**config.mk**
```make
export PLATFORM = sky130hd
export DESIGN_NAME = call_panel
export DESIGN_NICKNAME = d
export VERILOG_FILES = /design/src/rtl/elevator_pkg.sv /design/src/rtl/call_debounce.sv /design/src/rtl/call_panel.sv
export SDC_FILE = /design/constraint.sdc
export NUM_CORES = 1
export LEC_CHECK = 0
export ABC_AREA = 1
export CAP_MARGIN = 20
export CORE_UTILIZATION = 50
export CTS_BUF_LIST = sky130_fd_sc_hd__clkbuf_8
export CTS_CLUSTER_DIAMETER = 120
export CTS_CLUSTER_SIZE = 25
export DETAILED_ROUTE_END_ITERATION = 12
export PLACE_DENSITY = 0.82
export SLEW_MARGIN = 40
export SYNTH_ARGS = -nofsm -noshare
export SYNTH_HDL_FRONTEND = slang
export SYNTH_SLANG_ARGS = --single-unit
```
**constraint.sdc**
```tcl
create_clock -name clk -period 2.9 [get_ports clk]
set_input_delay 0.87 -clock clk [delete_from_list [all_inputs] [get_ports clk]]
set_output_delay 0.87 -clock clk [all_outputs]
set_load 0.005 [all_outputs]
```
**src/rtl/elevator_pkg.sv**
```systemverilog
// Shared definitions for the elevator controller and its call panel front end.
package elevator_pkg;

  localparam int unsigned DefaultFloors = 5;
  localparam int unsigned DefaultPosW   = 3;
  localparam int unsigned DefaultDbCycles = 4;

  // Counter width that holds 0..cycles-1 for a debounce window of 'cycles'.
  function automatic int unsigned db_w(input int unsigned cycles);
    return (cycles < 2) ? 1 : $clog2(cycles + 1);
  endfunction

  localparam int unsigned DefaultDbW = 4;

  typedef enum logic [1:0] {
    StIdle = 2'd0,
    StUp   = 2'd1,
    StDn   = 2'd2,
    StDoor = 2'd3
  } elev_state_e;

endpackage

```
**src/rtl/call_debounce.sv**
```systemverilog
// One call button bit: optional 2-flop synchroniser (CALL_PANEL_SYNC_EN), sample flop,
// counter-based debounce; rise pulses on the edge where the debounced level goes 0->1.
module call_debounce
  import elevator_pkg::*;
#(
  parameter int unsigned DEBOUNCE_CYCLES = DefaultDbCycles,
  parameter int unsigned DB_W            = DefaultDbW
) (
  input  logic clk,
  input  logic reset,
  input  logic btn,
  output logic rise
);

  localparam logic [DB_W-1:0] CntLast = DB_W'(DEBOUNCE_CYCLES - 1);

  logic            btn_in;
  logic            s_q;
  logic            db_q, db_d;
  logic [DB_W-1:0] cnt_q, cnt_d;

`ifdef CALL_PANEL_SYNC_EN
  logic [1:0] sync_q;

  always_ff @(posedge clk) begin
    if (reset) begin
      sync_q <= '0;
    end else begin
      sync_q <= {sync_q[0], btn};
    end
  end

  assign btn_in = sync_q[1];
`else
  assign btn_in = btn;
`endif

  always_ff @(posedge clk) begin
    if (reset) begin
      s_q   <= 1'b0;
      db_q  <= 1'b0;
      cnt_q <= '0;
    end else begin
      s_q   <= btn_in;
      db_q  <= db_d;
      cnt_q <= cnt_d;
    end
  end

  // Any return to the accepted level restarts the window, rejecting short glitches.
  always_comb begin
    db_d  = db_q;
    cnt_d = cnt_q;
    if (s_q == db_q) begin
      cnt_d = '0;
    end else if (cnt_q == CntLast) begin
      db_d  = s_q;
      cnt_d = '0;
    end else begin
      cnt_d = cnt_q + DB_W'(1);
    end
  end

  assign rise = db_d & ~db_q & ~reset;

endmodule

```
**src/rtl/call_panel.sv**
```systemverilog
// Call panel front end: debounces per-floor buttons, issues one-cycle floor requests and keeps
// call lamps that clear when the door opens at that floor. Optional macro: CALL_PANEL_SYNC_EN.
module call_panel
  import elevator_pkg::*;
#(
  parameter int unsigned FLOORS          = DefaultFloors,
  parameter int unsigned POS_W           = DefaultPosW,
  parameter int unsigned DEBOUNCE_CYCLES = DefaultDbCycles,
  parameter int unsigned DB_W            = DefaultDbW
) (
  input  logic              clk,
  input  logic              reset,
  input  logic [FLOORS-1:0] btn,
  input  logic [POS_W-1:0]  floor_pos,
  input  logic              door_open,
  output logic [FLOORS-1:0] floor_req,
  output logic [FLOORS-1:0] call_lamp
);

  logic [FLOORS-1:0] rise;
  logic [FLOORS-1:0] serve;

  for (genvar g = 0; g < FLOORS; g++) begin : gen_db
    call_debounce #(
      .DEBOUNCE_CYCLES (DEBOUNCE_CYCLES),
      .DB_W            (DB_W)
    ) u_db (
      .clk   (clk),
      .reset (reset),
      .btn   (btn[g]),
      .rise  (rise[g])
    );
  end

  // Out-of-range positions match no floor, so no lamp is cleared.
  always_comb begin
    serve = '0;
    for (int i = 0; i < FLOORS; i++) begin
      serve[i] = door_open && (floor_pos == POS_W'(i));
    end
  end

  always_ff @(posedge clk) begin
    if (reset) begin
      floor_req <= '0;
      call_lamp <= '0;
    end else begin
      floor_req <= rise & ~call_lamp & ~serve;
      // Clear beats a simultaneous press, absorbing presses at an open door.
      call_lamp <= ~serve & (call_lamp | rise);
    end
  end

endmodule
```
==> flow_summary.toml, run 1 <==
[synth]
synth_area_leader_cell = "dfxtp_1"
async_flop_share = 0
netlist_area_um2 = 1613
synth_warnings = 0
ys_types = 21
synth_edf_count = 0
synth_fp_nets = 206
ys_seq_area_frac = 0.4965
synth_top_cell_area_share = 0.4965
syn_inst = 190
netlist_top_cells_count = "40 x dfxtp_1, 38 x nor2_1, 24 x inv_1"
syn_avg_cell_area_um2 = 8.488
ys_seq_elements = 40
synth.most_common_cell = "dfxtp_1"
ys.flop_type = "dfxtp_1"
yosys-top-cells-area = "dfxtp_1 50%, nor2_1 8.8%, inv_1 5.6%"

[setup_path]
rr_worst_depth = 5
worstSetupPathType = "flop to primary output"
crit_buf_inv = 1
crit_chain = "clkdlybuf4s50_1"
r2r-start = "gen_db[3].u_db.cnt_q[0]$_SDFF_PP0_"
ff2ff_setup_slack_ps = 1880
start_kind = "flop"
critPathMaxFanout = 3
cp_top_family = "buffers and inverters"
rr_endpoint = "floor_req[3]$_SDFF_PP0_"
worstPathArrival_ps = 1180
cp.required_ps = 2030
slowest_delay_ps = 520
worstSetupEndpointType = "primary output"
crit_path_top_delay_cell = "clkdlybuf4s50_1"

[routing]
wl_per_cell_um = 9.130
vias = 1153
drtIter0Drc = 40
antenna_left = 0
wl_um = 2383
drcViolationCount = 0
firstDrtPassIters = 4
via_per_inst = 4.418

[floorplanning]
fp.dieH_um = 58.80
core_area_um2 = 3053
start_util = 0.5283
io_pins = 21
die_area_um2 = 3457
rows = 20
fp.dieW_um = 58.80

[power_and_ir_drop]
p_leak_nw = 0.7632
p_total_mw = 0.9725
power.density_nw_per_um2 = 499.5
ir_drop_v = 0.0003879

[final_layout]
fin_area_um2 = 1947
final_layout_size_suffix_gt1_frac = 0.1336
fillerInstances = 275
syn2layout_area_growth_pct = 20.71
seq_area_um2 = 800.8
fin_util = 0.6377
multi_input_area_um2 = 693.2
layout.nets = 232
diodes = 0
stdcell_count = 261

[global_routing]
grt_pass1_vias = 922
antenna_found_initial = 0
grt_usage = 0.1556
overflow = 0
grt_pass1_wl_um = 3836
grt_max_degree = 16

[sta]
setup_viol = 0
setup_tns_ps = 0
finalClockSkew_ps = 3.795
rsz0062_at_grt = "no"
period_minus_slack_ps = 2052
timing.final.crit_share = 0.7075
hold_viol = 0
maxSlewHeadroom = 0.8829
drv_slew = 0
tightest_slew_ps = 175.7
fmax_mhz = 487.4

[clock_network]
root_buffer = "clkbuf_8"
cts-resized-gates = 0
cts_setup_buffers = 0
cts_sinks = 40
clockBufferDepth = 2
cts-hold-fix-buffers = 0
cts.clk_slew.worst_paths_ps = 70
h-tree-depth = 2
cts_tree = "done"
numCtsBuffers = 5
clkLatencyLatePin_ps = 290

[placement]
globalplace.congestion = 0.7293
dp_cells = 253
dpl_cell_area_um2 = 1857
port_buffers = 20
post-dp-hpwl_um = 1768

[outcome]
status = "finished clean"

[min_path]
min_from = "gen_db[1].u_db.cnt_q[0]$_SDFF_PP0_"
holdPathEnd = "gen_db[1].u_db.cnt_q[0]$_SDFF_PP0_"
hold_depth = 1
hold_path.class = "flop to flop"

[job]
maxCapViolCount = 0
-- worst max path at each step --
| stage | start | end | slack, ps | cells after the start |
|---|---|---|---|---|
| floorplan | floor_pos[0] | floor_req[0]$_SDFF_PP0_ | 1520 | 5 |
| global placement | reset | floor_req[0]$_SDFF_PP0_ | 890 | 6 |
| detailed placement | reset | floor_req[0]$_SDFF_PP0_ | 860 | 6 |
| CTS | call_lamp[0]$_SDFF_PP0_ | call_lamp[0] | 840 | 1 |
| global route | call_lamp[0]$_SDFF_PP0_ | call_lamp[0] | 820 | 1 |
| finish | call_lamp[0]$_SDFF_PP0_ | call_lamp[0] | 850 | 1 |
-- report_power, final --
part | switching (mW) | leakage, nW | total (mW) | internal, mW
logic | 0.0263 | 0.385 | 0.0495 | 0.0232
clock network | 0.174 | 0.0538 | 0.360 | 0.187
registers | 0.00598 | 0.324 | 0.563 | 0.557
-- cell usage in the layout, fill, tap and decap left out, drive strengths merged, types with 6 or more instances in the layout --
cell / n
a21oi: 10
clkbuf: 6
clkdlybuf4s50: 20
dfxtp: 40
inv: 28
nand2: 19
nand3: 13
nor2: 47
o21ai: 6
xor2: 10
-- layout make-up --
type | count | area share
multi-input cells | 122 | 0.3560
well taps | 44 | 0.02828
clock inverters | 2 | 0.003856
flip-flops and latches | 40 | 0.4113
repair buffers | 21 | 0.1067
clock buffers | 6 | 0.04242
inverters | 26 | 0.05141
-- registers in the layout, summed over array words and instances, names as in the netlist --
name and cells:
gen_db.u_db.cnt_q 20, call_lamp 5, floor_req 5, gen_db.u_db.db_q 5, gen_db.u_db.s_q 5
-- cells by family (layout without fill, tap and decap cells) --
group,count (synthesis),after routing,share of synthesized area
AO/OA/AOI/OAI,16,16,0.06361
adder cells (fa/ha/maj),5,5,0.03879
buffers and inverters,28,55,0.07370
AND/OR/NAND/NOR,91,91,0.2731
XOR/XNOR,10,10,0.05430
flip-flops,40,40,0.4965
-- per-layer routing --
layer  wire, µm  global-route usage
met5          0                   0
met4         59              0.1020
met3        118             0.05934
met2       1000              0.2240
met1       1205              0.1931
-- through the flow --
step                      setup slack [ps]  hold slack (ps)
after floorplan                       1515            417.5
after global placement               891.3            431.5
after global routing                 820.5            460.9
after CTS                            840.0            452.3
final                                848.3            446.7
after detailed placement             856.2            442.1
Note: power is estimated with default switching activity, not from simulation.
==> inputs of run 2 (changes only) <==
Clock period 2.9 ns to 1.9 ns, I/O delays scaled along.
==> run 2 against run 1 <==
  * Via count is 2.8% higher
  * Sequential cell count stayed put
  * Combinational power up 53%
  * Clock power is 110% higher
  * Total power is 72% higher
  * Utilization rose by 1.2 points
  * Register-to-register slack worse by 1000 ps
==> flow_summary.toml, run 2 (same netlist as run 1, synthesis figures left out) <==
[outcome]
status = "finished clean"

[setup_path]
crit_buf_inv = 1
worstSetupEndpointType = "primary output"
slowest_delay_ps = 520
start_kind = "flop"
crit_chain = "clkdlybuf4s50_1"
cp_top_family = "buffers and inverters"
worstSetupPathType = "flop to primary output"
cp.required_ps = 1330
worstPathArrival_ps = 1190
crit_path_top_delay_cell = "clkdlybuf4s50_1"
critPathMaxFanout = 3

[placement]
dp_cells = 253
post-dp-hpwl_um = 1833
globalplace.congestion = 0.7320
port_buffers = 20

[clock_network]
cts_sinks = 40
cts-hold-fix-buffers = 0
numCtsBuffers = 5
cts.clk_slew.worst_paths_ps = 70
clkLatencyLatePin_ps = 290
clockBufferDepth = 2
root_buffer = "clkbuf_8"
cts_setup_buffers = 0
cts_tree = "done"
h-tree-depth = 2
cts-resized-gates = 0

[floorplanning]
start_util = 0.5283
rows = 20
core_area_um2 = 3053
die_area_um2 = 3457
fp.dieH_um = 58.80
fp.dieW_um = 58.80
io_pins = 21

[global_routing]
grt_max_degree = 16
grt_pass1_wl_um = 4229
grt_pass1_vias = 1044
grt_usage = 0.1712
antenna_found_initial = 0
overflow = 0

[power_and_ir_drop]
power.density_nw_per_um2 = 844.9
p_leak_nw = 0.7739
p_total_mw = 1.676
ir_drop_v = 0.0006084

[routing]
antenna_left = 0
via_per_inst = 4.540
drtIter0Drc = 23
vias = 1185
wl_per_cell_um = 9.575
firstDrtPassIters = 4
drcViolationCount = 0
wl_um = 2499

[sta]
maxSlewHeadroom = 0.8824
tightest_slew_ps = 176.4
hold_viol = 0
setup_viol = 0
drv_slew = 0
rsz0062_at_grt = "no"
fmax_mhz = 568.6
finalClockSkew_ps = 7.012
period_minus_slack_ps = 1759
timing.final.crit_share = 0.9256
setup_tns_ps = 0

[min_path]
hold_path.class = "flop to flop"

[final_layout]
diodes = 0
final_layout_size_suffix_gt1_frac = 0.1429
stdcell_count = 261
syn2layout_area_growth_pct = 22.96
largest_register = "gen_db.u_db.cnt_q"
final_common_cell = "dfxtp_1"
final_cell_mix = "40 x dfxtp_1, 38 x nor2_1, 24 x inv_1"
layout.nets = 232
largest_register_ffs = 20

[job]
maxCapViolCount = 0
==> run 2: cell types whose count changed in the layout (fill, tap and decap cells not counted) <==
cell | previous run | this run
inv_1 | 26 | 24
bufinv_16 | 0 | 1
clkbuf_8 | 6 | 7
==> run 2: metrics by stage <==
| step | hold WS, ps | setup WS [ps] | instance area [µm²] | utilization |
|---|---|---|---|---|
| finish | 448.5 | 141.3 | 1983 | 0.6496 |
| detailed placement | 438.7 | 216.2 | 1857 | 0.6082 |
| floorplan | 417.5 | 815.1 | 1613 | - |
| global route | 462.8 | 108.7 | 1983 | 0.6496 |
| global placement | 428.2 | 233.1 | 1857 | 0.6082 |
| CTS | 451.2 | 127.5 | 1983 | 0.6496 |
==> run 2: per-layer routing <==
layer | part of all wire | up-vias | global-route usage
li1 | - | 644 | -
met1 | 0.48 | 514 | 0.1925
met2 | 0.45 | 23 | 0.2695
met3 | 0.051 | 4 | 0.07253
met4 | 0.014 | 0 | 0.1020
met5 | 0 | - | 0
==> run 2: cell type report <==
class	instances	area (µm²)
Sequential cell	40	800.8
Clock inverter	1	30.03
Tap cell	44	55.05
Fill cell	269	1070
Inverter	26	100.1
Multi-Input combinational cell	122	693.2
Timing Repair Buffer	21	207.7
Clock buffer	7	96.34
==> run 2: power breakdown <==
| group | total [mW] | switching (mW) | internal, mW |
|---|---|---|---|
| clock | 0.741 | 0.278 | 0.463 |
| combinational | 0.0757 | 0.0404 | 0.0353 |
| sequential | 0.859 | 0.00907 | 0.850 |
| total | 1.68 | 0.327 | 1.35 |
==> run 2: worst paths after layout <==
check                                      from  slack, ps                                  to  cells past startpoint
max                     call_lamp[0]$_SDFF_PP0_        140                        call_lamp[0]                      1
min          gen_db[1].u_db.cnt_q[0]$_SDFF_PP0_        450  gen_db[1].u_db.cnt_q[0]$_SDFF_PP0_                      1
max reg2reg  gen_db[3].u_db.cnt_q[0]$_SDFF_PP0_        870             floor_req[3]$_SDFF_PP0_                      5
min reg2reg  gen_db[1].u_db.cnt_q[0]$_SDFF_PP0_        450  gen_db[1].u_db.cnt_q[0]$_SDFF_PP0_                      1
